==> src/rtl/dtcore32_rf_wr_sched.sv <==
// dtcore32_rf_wr_sched: write-port arbiter and load scoreboard for the 2R/1W regfile.
// Optional same-cycle pop bypass of the stall check: DTCORE32_RF_BYPASS_EN.
module dtcore32_rf_wr_sched #(
  parameter int LD_FIFO_DEPTH = 4,
  parameter int STARVE_LIMIT  = 8
) (
  input  logic        clk_i,
  input  logic        rst_i,
  input  logic        iss_valid_i,
  input  logic [4:0]  iss_rs1_addr_i,
  input  logic [4:0]  iss_rs2_addr_i,
  input  logic [4:0]  iss_rd_addr_i,
  input  logic        iss_is_load_i,
  output logic        iss_stall_o,
  input  logic        wb_valid_i,
  input  logic [4:0]  wb_rd_addr_i,
  input  logic [31:0] wb_data_i,
  output logic        wb_hold_o,
  input  logic        ld_valid_i,
  output logic        ld_ready_o,
  input  logic [4:0]  ld_rd_addr_i,
  input  logic [31:0] ld_data_i,
  output logic [4:0]  rf_rd_addr_o,
  output logic [31:0] rf_wr_data_o,
  output logic [31:0] pending_o
);

  localparam int AW = $clog2(LD_FIFO_DEPTH);
  localparam int CW = $clog2(STARVE_LIMIT + 1);

  typedef struct packed {
    logic [4:0]  rd;
    logic [31:0] data;
  } ld_ent_t;

  ld_ent_t       fifo_q [LD_FIFO_DEPTH];
  logic [AW-1:0] rd_ptr_q;
  logic [AW-1:0] wr_ptr_q;
  logic [AW:0]   cnt_q;
  logic [CW-1:0] starve_q;
  logic          hold_q;
  logic [31:0]   pend_q;

  ld_ent_t     head;
  logic        empty;
  logic        full;
  logic        wb_fire;
  logic        pop;
  logic        push;
  logic        iss_fire;
  logic [31:0] set_vec;
  logic [31:0] clr_vec;
  logic [31:0] pend_chk;

  assign head  = fifo_q[rd_ptr_q];
  assign empty = (cnt_q == '0);
  assign full  = (cnt_q == (AW+1)'(LD_FIFO_DEPTH));

  // Pipeline writeback owns the port unless held off; loads fill the gaps.
  always_comb begin
    wb_fire      = ~rst_i & wb_valid_i & ~hold_q;
    pop          = ~rst_i & ~empty & ~wb_fire;
    ld_ready_o   = ~rst_i & ~full;
    push         = ld_valid_i & ld_ready_o;
    rf_rd_addr_o = '0;
    rf_wr_data_o = '0;
    if (wb_fire) begin
      rf_rd_addr_o = wb_rd_addr_i;
      rf_wr_data_o = wb_data_i;
    end else if (pop) begin
      rf_rd_addr_o = head.rd;
      rf_wr_data_o = head.data;
    end
  end

  // Hazard check against outstanding load destinations.
  always_comb begin
    clr_vec = pop ? (32'(1) << head.rd) : '0;
`ifdef DTCORE32_RF_BYPASS_EN
    pend_chk = pend_q & ~clr_vec;
`else
    pend_chk = pend_q;
`endif
    iss_stall_o = ~rst_i & iss_valid_i &
                  (pend_chk[iss_rs1_addr_i] |
                   pend_chk[iss_rs2_addr_i] |
                   pend_chk[iss_rd_addr_i]);
    iss_fire = iss_valid_i & ~iss_stall_o;
    set_vec  = '0;
    if (iss_fire && iss_is_load_i && iss_rd_addr_i != 5'd0)
      set_vec = 32'(1) << iss_rd_addr_i;
  end

  // Load-return buffer storage; contents are don't-care while empty.
  always_ff @(posedge clk_i) begin
    if (push)
      fifo_q[wr_ptr_q] <= '{rd: ld_rd_addr_i, data: ld_data_i};
  end

  // Pointers, scoreboard, and starvation tracking.
  always_ff @(posedge clk_i) begin
    if (rst_i) begin
      rd_ptr_q <= '0;
      wr_ptr_q <= '0;
      cnt_q    <= '0;
      starve_q <= '0;
      hold_q   <= 1'b0;
      pend_q   <= '0;
    end else begin
      if (push)
        wr_ptr_q <= wr_ptr_q + 1'b1;
      if (pop)
        rd_ptr_q <= rd_ptr_q + 1'b1;
      cnt_q  <= cnt_q + (AW+1)'(push) - (AW+1)'(pop);
      pend_q <= ((pend_q & ~clr_vec) | set_vec) & 32'hFFFF_FFFE;
      if (empty || pop)
        starve_q <= '0;
      else
        starve_q <= starve_q + 1'b1;
      if (pop)
        hold_q <= 1'b0;
      else if (!empty && starve_q == CW'(STARVE_LIMIT - 1))
        hold_q <= 1'b1;
    end
  end

  assign wb_hold_o = hold_q;
  assign pending_o = pend_q;

endmodule

==> config.mk <==
export PLATFORM = sky130hd
export DESIGN_NAME = dtcore32_rf_wr_sched
export DESIGN_NICKNAME = d
export VERILOG_FILES = /design/src/rtl/dtcore32_rf_wr_sched.sv
export SDC_FILE = /design/constraint.sdc
export NUM_CORES = 1
export LEC_CHECK = 0
export ABC_AREA = 1
export ABC_CLOCK_PERIOD_IN_PS = 4300
export BUFFER_PORTS_ARGS = -buffer_cell sky130_fd_sc_hd__clkbuf_2
export CAP_MARGIN = 20
export CORE_ASPECT_RATIO = 0.8
export CORE_MARGIN = 1.5
export CORE_UTILIZATION = 30
export DETAILED_ROUTE_END_ITERATION = 7
export PLACE_DENSITY_LB_ADDON = 0.1
export SYNTH_ARGS = -nofsm -noshare
export SYNTH_HDL_FRONTEND = slang
export SYNTH_SLANG_ARGS = --single-unit
==> constraint.sdc <==
create_clock -name clk_i -period 4.3 [get_ports clk_i]
set_clock_uncertainty 0.1 [all_clocks]
set_input_delay 0.43 -clock clk_i [delete_from_list [all_inputs] [get_ports clk_i]]
set_output_delay 0.43 -clock clk_i [all_outputs]
set_load 0.03 [all_outputs]
==> results.md <==
- Grt ovf: 0
- Starting Density: 30.51%
- Share of total power in the clock network: 33.0%
- Core ar.: 30450 sq um
- Layout area overhead: 19.49%
- Post-CTS setup buffers: 0
- CTS Buffer Depth: 2
- Drt first pass iters: 5
- Critical path type: register to primary output
- Clock sink count: 193
- Reg power frac: 43.8%
- Slew @ Worst Pin: 0.8535 ns
- Largest net degree at the start of global routing: 65
- Status: finished, final reports clean
- Mean Syn Cell Area: 9.319 sq um
- Peak fanout along the critical path: 64
- Via count: 7531
- Int Power: 3.398 mW
- Worst path required time: 3.77 ns
- Maxcap violations: 0
- Row cnt: 57
- Number of synthesized flops with an enable pin: 148
- Static Leak: 4.356 nW
- Tmin final: 3.424 ns
- Yosys reg bits: 193
- DR iter-0 viols: 537
- Clk root buf: clkbuf_16
- Wirelength, routed: 27610 microns
- Worst-Skew Late Latency: 0.43 ns
- Final core occ: 36.46%
- Layout cells sized above 1: 21.71%
- Routability congestion estimate: 0.8601
- Slew HR: 43.01%
- Net Sw Power: 1.594 mW
- Routed vias/inst: 4.821
- Die height: 160.4 microns
- Filler cells: 3187
- Switching part of the total: 31.93%
- Final nets: 1237
- Syn_nets: 1100
- Final HPWL from detailed placement: 18840 microns
- Max Freq: 292.1 MHz
- Cells after synthesis: 997
- Combinational Power Share: 23.2%
- Clock-pin slew on the worst setup and hold paths: 0.07 ns
- Sequential share of the synthesized area: 57.53%
- Hold buffers post-CTS: 0
- Largest cells by area after synthesis: edfxtp_1 (48%), dfxtp_1 (9.7%), nand2_1 (8.0%)
- Hold Crit Depth: 1
- Initial antenna violation count: 2
- Worst r2r path cells: 7
- Top-area cell type share of the netlist area: 47.83%
- Hold Path Class: input pin to register
- Number of port buffers: 165
- Most common cell in the synthesized netlist: nand2_1
- YS warnings: 0
- Pwr dens: 449.6 nW/um^2
- Post-synth top area cell: edfxtp_1
- Die width: 199.8 microns
- HP Start: ld_data_i[5]
- DRT antenna net count: 0
- Wirelength per Cell: 17.67 microns
- Startpoint Class: register
- Asr flop ratio synth: 0%
- Final period utilization: 79.63%
- Mapped cell area: 9291 sq um
- Final Slew Violations: 0
- Crit path DAT: 2.89 ns
- CP endpoint kind: primary output
- Setup violations, final: 0
- Max VDD drop: 0.0002855 V
- TritonCTS clock tree: done
- DIE AREA: 32040 sq um
- RSZ-0062 raised after global routing: no
- Synth Flop Type: edfxtp_1
- Total GRT Usage: 17.68%
- DRC Markers: 0
- Io pins: 167
- Setup TNS: 0 ns
- H-tree Lvls: 4
- Vias in the first global route: 7228
- Synth unique cells: 36
- First-pass GRT wire length: 42480 microns
- Post-synth top cells: nand2_1 (198), edfxtp_1 (148), nand3_1 (136)
- Final Hold Viols: 0
- CTS resizes: 0
- Total CTS buffers: 17
-- through the flow --
stage               instance area, sq um  hold WS [ns]  total power [mW]  std cells  setup slack [ns]
finish                             11100        0.1104             4.992       1562            0.8761
global route                       11100       0.09168             5.246       1560            0.5699
CTS                                11100       0.08588             5.059       1560            0.7685
detailed placement                 10500        0.3382             3.402       1528             1.243
global placement                   10500        0.3290             3.398       1528             1.313
floorplan                           9291        0.3176             3.006        997            0.6942
-- kinds of logic (layout without fill, tap and decap cells) --
kind of cell,Yosys count,count (layout),share of synthesized area [%]
adder cells (fa/ha/maj),8,8,1.158
AND/OR/NAND/NOR,429,429,20.29
AO/OA/AOI/OAI,198,198,13.35
buffers and inverters,167,317,7.541
XOR/XNOR,1,1,0.09428
other,1,3,0.04036
flip-flops,193,193,57.53
-- final timing paths --
kind	to	slack (ns)
max	rf_rd_addr_o[3]	0.88
min	fifo_q[3][5]	0.11
max reg2reg	pending_o[6]	1.48
min reg2reg	starve_q[0]	0.35
-- power by group through the flow --
stage          logic, mW  clock network [mW]  registers (mW)
2_1_floorplan      0.827                   0            2.18
3_3_place_gp        1.17                   0            2.23
3_5_place_dp        1.17                   0            2.23
4_1_cts             1.17                1.70            2.19
5_1_grt             1.28                1.76            2.20
6_report            1.16                1.65            2.19
-- worst max-delay path, stage by stage (launching register included) --
cell and delay (ns):
dfxtp_4 0.55, inv_2 0.72, nand2_1 0.14, a32oi_2 0.44, inv_2 0.18, o21ai_0 0.19
clkbuf_2 0.23
-- cell usage in the layout (no fill, tap or decap), types with 11 or more instances in the layout --
cell type  count
edfxtp_1     148
a32o_1        32
nand2_1      198
a21oi_2       11
dfxtp_1       44
buf_4         13
o21ai_0       70
clkbuf_16     17
inv_1         95
a21oi_1       69
nand3_1      136
nor2_1        66
clkbuf_2     165
-- sequential cells by signal (all words and copies together) (netlist names), named ones only --
name       cells
cnt_q          3
fifo_q       148
pending_o     31
rd_ptr_q       2
starve_q       4
wb_hold_o      1
wr_ptr_q       2
-- routing by layer --
layer | part of all wire (%) | up-vias | global-route usage [%]
met1 | 49 | 3572 | 26.02
met5 | 0 | - | 0
li1 | - | 3724 | -
met4 | 1.0 | 0 | 4.101
met3 | 6.2 | 17 | 4.410
met2 | 43 | 218 | 25.96
-- final cells by class --
type	instances	area [sq um]	area share, %
antenna	2	5.005	0.04508
clock buffer	20	436.7	3.933
clock inverter	12	163.9	1.476
inverter	106	397.9	3.584
multi-input combinational	637	3289	29.63
sequential	193	5349	48.18
tap	413	516.7	4.655
timing repair buffer	179	943.4	8.498
Power figures use the tool's default switching activity.
